### src/rtl/isr_arbiter.sv
// isr_arbiter: shares one integer-square-root unit among N_REQ requesters, one operation at a time.
// Define ISR_ARB_ROUND_ROBIN_EN for round-robin grant; when undefined, fixed priority (lowest index wins).
module isr_arbiter #(
    parameter int N_REQ = 4
) (
    input  logic                clock,
    input  logic                reset,
    input  logic [N_REQ-1:0]    req_valid,
    input  logic [N_REQ*64-1:0] req_value,
    output logic [N_REQ-1:0]    req_ready,
    output logic [N_REQ-1:0]    resp_valid,
    output logic [31:0]         resp_result,
    input  logic [N_REQ-1:0]    resp_ready,
    output logic                busy,
    output logic                isr_start,
    output logic [63:0]         isr_value,
    input  logic [31:0]         isr_result,
    input  logic                isr_done
);
    localparam int IDX_W = $clog2(N_REQ);

    typedef enum logic [1:0] {
        S_IDLE  = 2'd0,
        S_ISSUE = 2'd1,
        S_WAIT  = 2'd2,
        S_RESP  = 2'd3
    } state_t;

    state_t           state;
    logic [IDX_W-1:0] owner;
    logic [IDX_W-1:0] grant_idx;
    logic             grant_any;
    logic [63:0]      grant_value;
    logic             seen_low;
    logic             owner_ready;

    function automatic logic [N_REQ-1:0] onehot(input logic [IDX_W-1:0] idx);
        return N_REQ'(1) << idx;
    endfunction

`ifdef ISR_ARB_ROUND_ROBIN_EN
    logic [IDX_W-1:0] ptr;

    function automatic logic [IDX_W-1:0] rr_slot(input logic [IDX_W-1:0] base, input int k);
        int s;
        s = int'(base) + k;
        if (s >= N_REQ) s = s - N_REQ;
        return IDX_W'(s);
    endfunction

    // Search upward from the pointer with wrap-around; first pending requester wins.
    always_comb begin
        grant_any = 1'b0;
        grant_idx = '0;
        for (int k = 0; k < N_REQ; k++) begin
            if (!grant_any && req_valid[rr_slot(ptr, k)]) begin
                grant_any = 1'b1;
                grant_idx = rr_slot(ptr, k);
            end
        end
    end
`else
    always_comb begin
        grant_any = 1'b0;
        grant_idx = '0;
        for (int k = 0; k < N_REQ; k++) begin
            if (!grant_any && req_valid[k]) begin
                grant_any = 1'b1;
                grant_idx = IDX_W'(k);
            end
        end
    end
`endif

    always_comb begin
        grant_value = '0;
        for (int k = 0; k < N_REQ; k++) begin
            if (grant_idx == IDX_W'(k)) grant_value = req_value[64*k +: 64];
        end
    end

    // The accept pulse is combinational so the request is taken on the same edge it is granted.
    always_comb begin
        req_ready = '0;
        if (state == S_IDLE && !reset && grant_any) req_ready[grant_idx] = 1'b1;
    end

    assign owner_ready = resp_ready[owner];

    always_ff @(posedge clock) begin
        if (reset) begin
            state       <= S_IDLE;
            owner       <= '0;
            seen_low    <= 1'b0;
            busy        <= 1'b0;
            isr_start   <= 1'b0;
            isr_value   <= '0;
            resp_valid  <= '0;
            resp_result <= '0;
`ifdef ISR_ARB_ROUND_ROBIN_EN
            ptr         <= '0;
`endif
        end else begin
            case (state)
                S_IDLE: begin
                    if (grant_any) begin
                        owner     <= grant_idx;
                        isr_value <= grant_value;
                        isr_start <= 1'b1;
                        busy      <= 1'b1;
                        state     <= S_ISSUE;
                    end
                end
                S_ISSUE: begin
                    isr_start <= 1'b0;
                    seen_low  <= 1'b0;
                    state     <= S_WAIT;
                end
                S_WAIT: begin
                    // A done level left over from the previous operation is ignored until done has dropped once.
                    if (isr_done && seen_low) begin
                        resp_result <= isr_result;
                        resp_valid  <= onehot(owner);
                        isr_value   <= '0;
                        state       <= S_RESP;
                    end else if (!isr_done) begin
                        seen_low <= 1'b1;
                    end
                end
                S_RESP: begin
                    if (owner_ready) begin
                        resp_valid <= '0;
                        busy       <= 1'b0;
                        state      <= S_IDLE;
`ifdef ISR_ARB_ROUND_ROBIN_EN
                        ptr        <= (owner == IDX_W'(N_REQ - 1)) ? '0 : owner + 1'b1;
`endif
                    end
                end
                default: begin
                    state <= S_IDLE;
                end
            endcase
        end
    end
endmodule

### config.mk
export PLATFORM = sky130hd
export DESIGN_NAME = isr_arbiter
export DESIGN_NICKNAME = d
export VERILOG_FILES = /design/src/rtl/isr_arbiter.sv
export SDC_FILE = /design/constraint.sdc
export NUM_CORES = 1
export LEC_CHECK = 0
export CAP_MARGIN = 20
export CORE_AREA = 2 2 159 161
export CTS_BUF_LIST = sky130_fd_sc_hd__clkbuf_2
export CTS_CLUSTER_SIZE = 24
export DETAILED_ROUTE_END_ITERATION = 12
export DIE_AREA = 0 0 161 163
export REMOVE_ABC_BUFFERS = 1
export SLEW_MARGIN = 30
export SYNTH_ARGS = -nofsm -noshare
export SYNTH_HDL_FRONTEND = slang
export SYNTH_SLANG_ARGS = --single-unit
export TNS_END_PERCENT = 50
### constraint.sdc
create_clock -name clock -period 5.89 [get_ports clock]
set_clock_uncertainty 0.15 [all_clocks]
set_input_delay 1.4725 -clock clock [delete_from_list [all_inputs] [get_ports clock]]
set_output_delay 1.4725 -clock clock [all_outputs]
set_load 0.005 [all_outputs]
### Word level (Yosys, flattened, before mapping)

Index checks and enable logic that the tools add are counted.

| word-level totals | value |
|---|---|
| input port bits | 299 |
| register bits after elaboration | 107 |
| word-level logic and storage cells | 82 |

| cells by class | value |
|---|---|
| reductions and logical operators | 26 |
| shift-type cells | 1 |
| muxes and demuxes | 33 |
| order comparisons | 3 |
| equality and inequality tests | 11 |

Operator list:

| operator | number |
|---|---|
| 64-bit 2-to-1 mux | 6 |
| 64-bit case mux with 2 select lines | 1 |
| 3-bit AND reduction | 5 |
| 4-bit 2-to-1 mux | 3 |
| 1-bit 2-to-1 mux | 11 |
| 2-bit 2-to-1 mux | 5 |
| 2-bit != test (second input constant) | 5 |
| 2-bit nonzero test | 5 |
| 2-bit equality test (second input constant) | 4 |
| 2-bit case mux with 4 select lines | 1 |
| 4-bit case mux with 2 select lines | 1 |
| 1-bit logical AND | 7 |
| 2-bit by 3-bit less-than comparator with 1-bit output (second input constant) | 2 |
| 1-bit case mux with 2 select lines | 3 |
| 2-bit AND reduction | 3 |
| 2-bit by 1-bit equality test with 1-bit output (second input constant) | 2 |
| 1-bit logical NOT | 4 |
| 2-bit logical NOT | 2 |
| 1-bit by 2-bit left shift with 4-bit output (first input constant) | 1 |
| 1-bit binary-select mux with 2-bit select | 1 |
| 1-bit demux with 2-bit select | 1 |
| 2-bit by 1-bit >= comparator with 1-bit output (second input constant) | 1 |

### Logic depth before layout (Yosys ltp)

Gate-level depths: netlist of run 1.

| depth | value |
|---|---|
| depth in word-level cells | 17 |
| gate-level depth with buffers | 7 |

### Least setup slack after synthesis of run 1

OpenSTA, ideal clock, no wires.

| path | value |
|---|---|
| path kind | input -> output |
| start | input port req_valid[0] |
| end | output port req_ready[0] |
| arrival time | 2489 ps |
| cell stages on the path | 4 |
| path slack | 1778 ps |
| path buffers | 3 |
| required time | 4268 ps |
| path through | clkbuf_1 -> clkbuf_1 -> buf_1 -> and3_1 |

| on the way | value |
|---|---|
| cells in the longest elaborated chain, start to end | 15 |
| elaborated cells on any way between the ends | 20 |

RTL lines:

| element | line | text |
|---|---|---|
| start: declaration | 8 | `input logic [N_REQ-1:0] req_valid,` |
| 1-bit 2-to-1 mux * | 67 | `if (!grant_any && req_valid[k]) begin` |
| 1-bit logical NOT | 67 |  |
| 1-bit logical AND | 67 |  |
| 1-bit 2-to-1 mux | 67 |  |
| 1-bit logical NOT | 67 |  |
| 1-bit logical AND | 67 |  |
| 1-bit 2-to-1 mux | 67 |  |
| 1-bit logical NOT | 67 |  |
| 1-bit logical AND | 67 |  |
| 2-bit 2-to-1 mux | 67 |  |
| 2-bit by 3-bit less-than comparator with 1-bit output (not written as such) / 2-bit by 1-bit >= comparator with 1-bit output (equally long branches) | 85 | `if (state == S_IDLE && !reset && grant_any) req_ready[grant_idx] = 1'b1;` |
| 1-bit logical AND (not written as such) | 85 |  |
| 1-bit 2-to-1 mux (not written as such) | 85 |  |
| 1-bit demux with 2-bit select | 85 |  |
| 4-bit 2-to-1 mux * | 85 |  |
| end: declaration | 10 | `output logic [N_REQ-1:0] req_ready,` |

Every way passes the cells marked *; elsewhere a longest branch is shown, timed or not.

### Final worst setup path of run 1

| path | value |
|---|---|
| start | input port reset |
| end | output port req_ready[1] |

| on the way | value |
|---|---|
| cells in the longest elaborated chain, start to end | 4 |

RTL lines:

| element | line | text |
|---|---|---|
| start: declaration | 7 | `input logic reset,` |
| 1-bit logical NOT | 85 |  |
| 1-bit logical AND (2 in series) | 85 |  |
| 4-bit 2-to-1 mux | 85 |  |

Every way passes these cells.

==> results.md, run 1 <==
* Status: completed
* Num CTS Buffers at 9
* Post-CTS resize count at 0
* CP max stage delay at 0.54 ns
* Mux cell area share after synthesis at 0.855%
* Drt total wl at 28,200 um
* Layout area overhead at 74.6%
* Reg-to-reg setup timing slack at 2.61 ns
* First-pass GRT wire length at 41,900 um
* Number of vias per cell at 4.99
* Final Hold Violating Endpoints at 0
* CP endpoint kind: output port
* Slowest CP cell: clkdlybuf4s50_1
* CTS tree: built
* Simple-gate share of the synthesized area at 8.12%
* Initial antenna violation count at 2
* Cts hold-fix bufs at 0
* Vias in the first global route at 7,064
* Period Utilization, post-route at 77.9%
* Clk sinks at 107
* Lkg Pwr at 3.85 nW
* Gp weighted congestion at 0.825
* Number of fill cells in the layout at 2,508
* All-Layer GR Usage at 20.7%
* Peak Freq at 218 MHz
* Max Cap Violations at 0
* Reg clk slew, reported paths at 0.34 ns
* Vias at 7,136
* Die Y at 163 um
* Post-DP HPWL at 20,000 um
* Post-Syn Area at 0.00585 mm2
* Largest family of logic cells by synthesized area: compound AO/OA/AOI/OAI gates
* Die footprint at 0.0262 mm2
* Critical Path RT at 4.27 ns
* Slew headroom at 37.6%
* Max H-tree Level at 3
* Crit path time final at 4.59 ns
* Yosys warns at 0
* Total gr overflow at 0
* Port buffer count at 404
* Wirelength per Cell at 19.8 um
* Yosys reg bits at 107
* Post-place setup slack at 1.31 ns
* Sequential cell area at 0.00214 mm2
* Nets at 1,395
* Io pins at 405
* Post-synthesis compound-gate area fraction at 43.2%
* Drt first pass iters at 5
* Crit-path most repeated cell: clkdlybuf4s50_1
* Register area share after synthesis at 36.6%
* Synth unique cells at 36
* CTS root buf: clkbuf_2
* Critical Path AT at 2.97 ns
* Std-Cell Rows at 58
* Die Span X at 161 um
* Initial core utilization at 23.7%
* Pwr Density at 243 mW/mm2
* Critical path type: primary input to output port
* Avg Cell Area, Syn at 7.91 um2
* DRC viols at 0
* Hold Crit Class: flop to flop
* Post-synth EDFFs at 0
* Post-synthesis adder-cell area fraction at 0.855%
* Post-CTS setup repair buffer count at 0
* Max-slew violation count at 0
* Worst vdd ir at 116 uV
* Setup ws final at 1.30 ns
* Worst Path Buf+Inv at 2
* Detail Route Antenna Nets at 0
* CORE AREA at 0.0247 mm2
* Area of the multi-input gates at 0.00312 mm2
* XOR/XNOR Fraction of Synth Area at 0%
* Final Setup Violations at 0
* Worst slew pin tran at 0.933 ns
* CP delay by family, top: buffers and inverters
* Cells along the critical path: clkdlybuf4s50_1 -> nand2b_1 -> nor3_1 -> clkdlybuf4s50_1
* Layout cells sized above 1 at 3.65%
* Clock Tree Buf Depth at 2
* Fin util at 41.4%
* CP Launch Type: primary input
* Synth Flop Type: dfxtp_1
* RSZ-0062 raised after global routing: false
* Largest net degree at the start of global routing at 83
* Crit-path max FO at 5
* Synthesized netlist cell count at 740
* Post-synth ARST share at 0%
* Clock Latency Late Sink at 0.60 ns
* Initial DRC count at 600
-- area by class of cell --
type                       instances  area share, %
timing repair buffer             418           40.7
multi-input combinational        484           30.5
sequential                       107           21.0
tap                              330           4.04
inverter                          72           2.64
clock inverter                     7          0.600
clock buffer                       9          0.441
antenna                            3         0.0735
-- registers in the layout, summed over array words and instances (netlist names) --
signal	flops
state	2
busy	1
isr_value	64
resp_result	32
seen_low	1
owner	2
isr_start	1
resp_valid	4
-- synthesized netlist by cell type (2+ instances only) --
cell / instances / share of area, %
ha_1: 4 / 0.85
nor3_1: 5 / 0.43
nand2_1: 74 / 4.7
nor2_1: 7 / 0.45
clkbuf_1: 63 / 4.0
o2bb2ai_1: 64 / 9.6
nand2b_1: 5 / 0.53
nand3_1: 3 / 0.26
mux2i_1: 5 / 0.85
and3_1: 4 / 0.43
o21ai_0: 58 / 5.0
a21oi_1: 100 / 8.5
a22oi_1: 65 / 8.3
o21ai_1: 10 / 0.85
a211o_1: 64 / 9.6
buf_6: 6 / 1.2
buf_1: 6 / 0.38
nor2b_1: 2 / 0.21
inv_1: 72 / 4.6
dfxtp_1: 107 / 37
-- where the power goes --
part           internal, W  leakage [nW]  switching [W]
Clock            0.0000650        0.0615       0.000291
Sequential        0.000883         0.875      0.0000984
Combinational     0.000632          2.91       0.000511
-- routing by layer --
layer | vias to the layer above | GRT usage (%) | part of all wire [%]
li1 | 3401 | - | -
met1 | 3374 | 25.1 | 41
met2 | 324 | 35.4 | 48
met3 | 35 | 6.26 | 8.3
met4 | 2 | 5.80 | 2.1
met5 | - | 0 | 0.046
-- worst min-delay path: cells and delay by family (launching register included) --
kind | cells | cell delay, ns
simple gates | 1 | 0.05
compound gates | 1 | 0.05
flops | 1 | 0.39
-- path summary, 6_finish.rpt --
| check | start | end | cells after the start |
|---|---|---|---|
| setup / recovery | reset | req_ready[1] | 4 |
| hold reg to reg | resp_result[2]$_SDFFE_PP0P_ | resp_result[2]$_SDFFE_PP0P_ | 2 |
| setup reg to reg | state[0]$_SDFFE_PP0P_ | isr_value[46]$_SDFFE_PP0P_ | 7 |
| hold / removal | resp_result[2]$_SDFFE_PP0P_ | resp_result[2]$_SDFFE_PP0P_ | 2 |
-- logic make-up (layout without fill, tap and decap cells) --
kind of cell             Yosys count  after routing
multiplexers                       5              5
other                              0              3
AO/OA/AOI/OAI                    369            369
buffers and inverters            149            506
flip-flops                       107            107
AND/OR/NAND/NOR                  106            106
adder cells (fa/ha/maj)            4              4
-- stage by stage --
stage	hold slack [ns]	area, um2	power [W]	cells	TNS (ns)
after detailed placement	0.296	10100	0.00215	1411	0
after floorplan	0.297	5520	0.00141	663	-2.49
after global routing	0.338	10200	0.00266	1430	0
after global placement	0.292	10100	0.00214	1410	0
after CTS	0.321	10200	0.00253	1427	0
final	0.322	10200	0.00248	1430	0
-- cell usage in the layout (no fill, tap or decap), types with 2 or more instances in the layout --
| master | Yosys | final |
|---|---|---|
| dfxtp_1 | 107 | 107 |
| a211o_1 | 64 | 64 |
| buf_12 | 0 | 2 |
| diode_2 | 0 | 3 |
| nor3_1 | 5 | 5 |
| o21ai_0 | 58 | 58 |
| o21ai_1 | 10 | 10 |
| inv_1 | 72 | 72 |
| buf_2 | 1 | 2 |
| ha_1 | 4 | 4 |
| mux2i_1 | 5 | 5 |
| nand2_1 | 74 | 73 |
| clkinvlp_4 | 0 | 2 |
| buf_4 | 1 | 13 |
| nand2b_1 | 5 | 5 |
| a21oi_1 | 100 | 100 |
| nor2_1 | 7 | 7 |
| clkbuf_2 | 0 | 9 |
| a22oi_1 | 65 | 65 |
| o2bb2ai_1 | 64 | 64 |
| nand3_1 | 3 | 3 |
| and3_1 | 4 | 4 |
| inv_8 | 0 | 3 |
| clkdlybuf4s50_1 | 0 | 401 |
Power figures use the tool's default switching activity.
==> inputs of run 2 (changes only) <==
--- a/config.mk
+++ b/config.mk
@@ -6,11 +6,11 @@
 export NUM_CORES = 1
 export LEC_CHECK = 0
 export CAP_MARGIN = 20
-export CORE_AREA = 2 2 159 161
+export CORE_AREA = 2 2 158 160
 export CTS_BUF_LIST = sky130_fd_sc_hd__clkbuf_2
 export CTS_CLUSTER_SIZE = 24
 export DETAILED_ROUTE_END_ITERATION = 12
-export DIE_AREA = 0 0 161 163
+export DIE_AREA = 0 0 160 162
 export REMOVE_ABC_BUFFERS = 1
 export SLEW_MARGIN = 30
 export SYNTH_ARGS = -nofsm -noshare
==> constraint.sdc (replaced) <==
create_clock -name clock -period 3.8 [get_ports clock]
set_clock_uncertainty 0.15 [all_clocks]
set_input_delay 0.95 -clock clock [delete_from_list [all_inputs] [get_ports clock]]
set_output_delay 0.95 -clock clock [all_outputs]
set_load 0.005 [all_outputs]
==> run 2 against run 1 <==
  * Flip-flop and latch count stayed put
  * Critical path type unchanged
  * Global-route usage up 0.24 points
  * Highest routed layer unchanged
  * Power up 56%
  * Critical path depth up 1
==> results.md, run 2 (synthesis results as in run 1) <==
* Number of vias per cell at 5.02 (+0.55%)
* Status: completed
* Critical Path AT at 2.40 ns (-0.57 ns)
* Reg clk slew, reported paths at 0.35 ns (about the same)
* Post-CTS setup repair buffer count at 0 (unchanged)
* Lkg Pwr at 3.89 nW (+0.97%)
* Layout area overhead at 75.4%
* Sw frac at 36.0% (-0.27 points)
* Period Utilization, post-route at 92.1%
* Critical Path RT at 2.70 ns (-1.57 ns)
* Crit-path max FO at 4 (-1)
* Num CTS Buffers at 9 (unchanged)
* Clock power frac at 14.4% (about the same)
* Worst Hold Depth at 2 (unchanged)
* RSZ-0062 raised after global routing: false
* Die Span X at 160 um (-0.62%)
* Final Hold Violating Endpoints at 0 (unchanged)
* Logic pwr share at 46.7% (+0.6 points)
* Critical path type: primary input to output port
* R2R Path End: isr_value[42]$_SDFFE_PP0P_
* Peak Freq at 286 MHz
* Hold Path End: resp_result[19]$_SDFFE_PP0P_
* Clk sinks at 107 (unchanged)
* Die footprint at 0.0259 mm2 (-1.2%)
* Top reg by flops: isr_value
* Die Y at 162 um (-0.61%)
* Vias in the first global route at 7,287 (+3.2%)
* CORE AREA at 0.0241 mm2 (-2.3%)
* Std-Cell Rows at 57 (-1.7%)
* Fin util at 42.6% (+1.2 points)
* CTS root buf: clkbuf_2
* DRC viols at 0 (unchanged)
* Hold Crit Class: flop to flop
* Psw at 0.00140 W (+55%)
* Post-CTS resize count at 0 (unchanged)
* Vias at 7,160 (+0.34%)
* Wirelength per Cell at 19.6 um (-0.60%)
* HP Start: resp_result[19]$_SDFFE_PP0P_
* Max Cap Violations at 0 (unchanged)
* Total gr overflow at 0 (unchanged)
* Most common cell after layout, fill and taps aside: clkdlybuf4s50_1
* First-pass GRT wire length at 42,400 um (+1.3%)
* Worst vdd ir at 234 uV (+100%)
* Clock Tree Buf Depth at 2 (unchanged)
* Drt total wl at 28,000 um (-0.80%)
* Cts hold-fix bufs at 0 (unchanged)
* Max-slew violation count at 0 (unchanged)
* Max H-tree Level at 3 (unchanged)
* Layout cells sized above 1 at 4.09% (+0.44 points)
* Pwr Density at 378 mW/mm2 (+55%)
* Worst slew pin tran at 0.891 ns (-0.0428 ns)
* Port buffer count at 404 (unchanged)
* Clock Latency Late Sink at 0.63 ns (+0.03 ns)
* All-Layer GR Usage at 20.9% (+0.24 points)
* Max reg flops at 64 (unchanged)
* Initial DRC count at 432 (-28%)
* Io pins at 405 (unchanged)
* TNS Setup at 0 ns (unchanged)
* Drt first pass iters at 5 (unchanged)
* Slew headroom at 40.6% (+3.0 points)
* CP Launch Type: primary input
* Initial core utilization at 24.3% (+0.56 points)
* Gp weighted congestion at 0.890 (+7.9%)
* Reg2Reg Depth at 8 (+1)
* Largest registers: isr_value (64), resp_result (32), resp_valid (4)
* Most frequent cells in the layout: clkdlybuf4s50_1 (401), dfxtp_1 (107), a21oi_1 (100)
* Largest net degree at the start of global routing at 130 (+57%)
* Sequential share of power at 39.0% (-0.6 points)
* Post-DP HPWL at 19,500 um (-2.3%)
* Final Setup Violations at 0 (unchanged)
* CP endpoint kind: output port
* Internal Dissipation at 0.00248 W (+57%)
* CTS tree: built
* Reg-to-reg startpoint: state[0]$_SDFFE_PP0P_
* Crit path time final at 3.50 ns
* Nets at 1,399 (+0.29%)
* Detail Route Antenna Nets at 0 (unchanged)
* Reg-to-reg setup timing slack at 1.33 ns (-1.28 ns)
* Initial antenna violation count at 3 (+1)
run 2: cell types whose count changed in the layout (fill, tap and decap cells not counted), sizes merged:
cell      delta
buf          +4
clkbuf       +1
clkinv       +1
clkinvlp     -2
diode        -1
run 2: worst max-delay path by stage:
| stage | slack (ns) | from | to | depth (start not counted) |
|---|---|---|---|---|
| 2_1_floorplan | -2.25 | req_valid[2] | req_ready[3] | 3 |
| 3_3_place_gp | 0.31 | reset | req_ready[1] | 4 |
| 3_5_place_dp | 0.31 | req_valid[3] | req_ready[3] | 5 |
| 4_1_cts | 0.23 | state[0]$_SDFFE_PP0P_ | req_ready[2] | 6 |
| 5_1_grt | 0.09 | state[0]$_SDFFE_PP0P_ | req_ready[2] | 6 |
| 6_report | 0.30 | req_valid[3] | req_ready[3] | 5 |
run 2: power groups by stage:
stage / registers [W] / clock network, W / logic, W
2_1_floorplan: 0.00154 / 0 / 0.000647
3_3_place_gp: 0.00153 / 0 / 0.00181
6_report: 0.00151 / 0.000557 / 0.00181
5_1_grt: 0.00155 / 0.000629 / 0.00196
4_1_cts: 0.00151 / 0.000599 / 0.00182
3_5_place_dp: 0.00153 / 0 / 0.00181
run 2: per-layer routing:
metal | up-vias | track usage [%] | part of all wire [%]
met1 | 3397 | 24.8 | 41
met2 | 319 | 36.1 | 49
met3 | 34 | 7.02 | 8.7
met4 | 2 | 5.81 | 1.9
met5 | - | 0 | 0.029
li1 | 3408 | - | -
run 2: layout make-up:
type	instances	area, um2
fill	2486	13800
timing repair buffer	422	4220
multi-input combinational	484	3120
sequential	107	2140
tap	324	405
inverter	72	270
clock inverter	6	57.6
clock buffer	10	50.0
antenna	2	5.00
run 2: per-stage QoR:
step | power, W | cell area, um2 | worst slack [ns] | hold WS (ns) | std cells
2_1_floorplan | 0.00219 | 5520 | -2.25 | 0.297 | 663
5_1_grt | 0.00414 | 10300 | 0.0899 | 0.332 | 1427
3_3_place_gp | 0.00334 | 10200 | 0.314 | 0.290 | 1409
3_5_place_dp | 0.00335 | 10200 | 0.312 | 0.296 | 1409
4_1_cts | 0.00393 | 10300 | 0.228 | 0.320 | 1425
6_report | 0.00388 | 10300 | 0.299 | 0.319 | 1427
run 2: critical path, stage by stage:
cell and delay (ns):
clkdlybuf4s50_1 0.59, nor2b_4 0.20, nand2_2 0.06, nor2_1 0.10, clkdlybuf4s50_1 0.51
==> inputs of run 3 (changes only) <==
--- a/config.mk
+++ b/config.mk
@@ -6,11 +6,10 @@
 export NUM_CORES = 1
 export LEC_CHECK = 0
 export CAP_MARGIN = 20
-export CORE_AREA = 2 2 158 160
+export CORE_AREA = 4 4 155 157
 export CTS_BUF_LIST = sky130_fd_sc_hd__clkbuf_2
-export CTS_CLUSTER_SIZE = 24
 export DETAILED_ROUTE_END_ITERATION = 12
-export DIE_AREA = 0 0 160 162
+export DIE_AREA = 0 0 159 161
 export REMOVE_ABC_BUFFERS = 1
 export SLEW_MARGIN = 30
 export SYNTH_ARGS = -nofsm -noshare
==> run 3 against run 2 <==
  * Worst setup slack improved by 0.015 ns
  * Combinational power about the same
  * Design area decreased by 0.86%
  * Clock-buffer cell count unchanged
  * Sequential share of layout area increased by 0.18 points
  * Die area decreased by 1.2%
  * First-iteration DRC count increased by 1.2%
  * Flip-flop and latch count unchanged
  * Sequential power about the same
  * Critical path type unchanged
  * Highest routed layer unchanged
  * Power decreased by 0.51%
  * Largest power group unchanged
==> results.md, run 3 (synthesis results as in run 1) <==
* Status: completed
* Io pins at 405 (unchanged)
* Sequential share of power at 39.3% (+0.3 points)
* CP max stage delay at 0.56 ns (-0.03 ns)
* Hold Crit Class: flop to flop
* Layout cells sized above 1 at 4.17% (+0.087 points)
* CTS root buf: clkbuf_2
* Clock power frac at 14.6% (+0.2 points)
* Die Y at 161 um (-0.62%)
* Detail Route Antenna Nets at 0 (unchanged)
* Cts hold-fix bufs at 0 (unchanged)
* Max-slew violation count at 0 (unchanged)
* Drt total wl at 29,100 um (+3.7%)
* Largest registers: isr_value (64), resp_result (32), resp_valid (4)
* Number of fill cells in the layout at 2,263 (-9.0%)
* Die footprint at 0.0256 mm2 (-1.2%)
* CP endpoint kind: output port
* Top layer in use: met5
* Die Span X at 159 um (-0.63%)
* Period Utilization, post-route at 91.7% (-0.39 points)
* Lkg Pwr at 3.87 nW (-0.50%)
* Final Hold Violating Endpoints at 0 (unchanged)
* Max Cap Violations at 0 (unchanged)
* Top reg by flops: isr_value
* Post-CTS resize count at 0 (unchanged)
* Most common cell after layout, fill and taps aside: clkdlybuf4s50_1
* Num CTS Buffers at 9 (unchanged)
* DRC viols at 0 (unchanged)
* All-Layer GR Usage at 21.3% (+0.38 points)
* Max reg flops at 64 (unchanged)
* Wirelength per Cell at 20.9 um (+6.5%)
* M1 WL at 12,000 um (+5.0%)
* Total gr overflow at 0 (unchanged)
* Slew headroom at 42.3% (+1.6 points)
* Psw at 0.00140 W (+0.22%)
* Reg clk slew, reported paths at 0.36 ns (about the same)
* Nets at 1,400 (+0.071%)
* Sw frac at 36.3% (+0.26 points)
* Std-Cell Rows at 55 (-3.5%)
* Vias in the first global route at 6,970 (-4.4%)
* Drt first pass iters at 5 (unchanged)
* Vias at 7,057 (-1.4%)
* Met2 Wirelength at 13,600 um (about the same)
* Initial antenna violation count at 6 (+3)
* Clock Tree Buf Depth at 2 (unchanged)
* Slowest CP cell: clkdlybuf4s50_1
* Number of vias per cell at 5.08 (+1.3%)
* CP Launch Type: primary input
* Critical Path RT at 2.70 ns (about the same)
* Area of the multi-input gates at 0.00312 mm2 (unchanged)
* CTS tree: built
* Crit path time final at 3.49 ns (-0.0150 ns)
* Max H-tree Level at 3 (unchanged)
* Gp weighted congestion at 0.828 (-6.9%)
* Post-CTS setup repair buffer count at 0 (unchanged)
* Worst slew pin tran at 0.866 ns (-0.0245 ns)
* Peak Freq at 287 MHz (+0.43%)
* Most frequent cells in the layout: clkdlybuf4s50_1 (401), dfxtp_1 (107), a21oi_1 (100)
* Layout area overhead at 73.8%
* Initial DRC count at 437 (+1.2%)
* First-pass GRT wire length at 43,200 um (+1.9%)
* Post-DP HPWL at 21,000 um (+7.5%)
* Sequential cell area at 0.00214 mm2 (unchanged)
* Clock Latency Late Sink at 0.61 ns (-0.02 ns)
* Pwr Density at 379 mW/mm2 (+0.35%)
* CORE AREA at 0.0225 mm2 (-6.6%)
* Critical Path AT at 2.39 ns (about the same)
* Port buffer count at 404 (unchanged)
* Logic pwr share at 46.1% (-0.6 points)
* Crit-path max FO at 4 (unchanged)
* Routed wl met3 at 3010 um (+23%)
* Internal Dissipation at 0.00246 W (-0.92%)
* Clk sinks at 107 (unchanged)
* Largest net degree at the start of global routing at 72 (-45%)
* RSZ-0062 raised after global routing: false
* TNS Setup at 0 ns (unchanged)
* Cells along the critical path: clkdlybuf4s50_1 -> nor2b_4 -> nand2_2 -> nor2_1 -> clkdlybuf4s50_1
* Critical path type: primary input to output port
* Initial core utilization at 26.0% (+1.7 points)
* Final Setup Violations at 0 (unchanged)
* Worst vdd ir at 231 uV (-1.3%)
* Crit-path most repeated cell: clkdlybuf4s50_1
* Fin util at 45.2% (+2.6 points)
==> run 3: cell types whose count changed in the layout (fill, tap and decap cells not counted) <==
| cell | before | now |
|---|---|---|
| buf_4 | 15 | 20 |
| buf_12 | 4 | 0 |
| clkinv_4 | 3 | 0 |
| clkinvlp_4 | 0 | 2 |
| clkinv_8 | 0 | 1 |
| inv_6 | 1 | 2 |
| inv_8 | 2 | 1 |
==> run 3: power groups by stage <==
stage | registers, W | clock network (W) | logic [W]
floorplan | 0.00154 | 0 | 0.000647
global placement | 0.00154 | 0 | 0.00179
detailed placement | 0.00153 | 0 | 0.00179
CTS | 0.00152 | 0.000605 | 0.00180
global route | 0.00155 | 0.000626 | 0.00193
finish | 0.00151 | 0.000565 | 0.00178
==> run 3: critical path, delay by kind of cell <==
family                 cells  cell delay, ns
buffers and inverters      2            1.08
AND/OR/NAND/NOR            3            0.36
==> run 3: layout make-up <==
cell class / count / area share (%)
well taps: 285 / 3.50
flip-flops and latches: 107 / 21.0
clock buffers: 10 / 0.492
repair buffers: 423 / 41.0
inverters: 72 / 2.66
diodes: 2 / 0.0492
clock inverters: 6 / 0.590
multi-input cells: 484 / 30.6
==> run 3: through the flow <==
stage                     hold slack (ns)  power [W]  std cells  setup WS (ns)  area (um2)
after global routing                0.340    0.00411       1388          0.179       10200
after floorplan                     0.297    0.00219        663          -2.25        5520
after global placement              0.290    0.00332       1371          0.298       10100
after detailed placement            0.295    0.00332       1371          0.314       10100
after CTS                           0.322    0.00392       1387          0.229       10200
final                               0.320    0.00386       1389          0.314       10200
==> run 3: path summary, 6_finish.rpt <==
kind | from | end | slack, ns | depth (start not counted)
worst min-delay path | resp_result[7]$_SDFFE_PP0P_ | resp_result[7]$_SDFFE_PP0P_ | 0.32 | 2
worst max-delay path | req_valid[3] | req_ready[3] | 0.31 | 5
worst max register to register | state[0]$_SDFFE_PP0P_ | isr_value[62]$_SDFFE_PP0P_ | 1.58 | 8
worst min register to register | resp_result[7]$_SDFFE_PP0P_ | resp_result[7]$_SDFFE_PP0P_ | 0.32 | 2
==> run 3: routing by layer <==
layer,vias to the layer above,track usage [%]
li1,3399,-
met1,3295,25.7
met2,333,35.6
met3,24,9.01
met4,6,4.46
met5,-,0
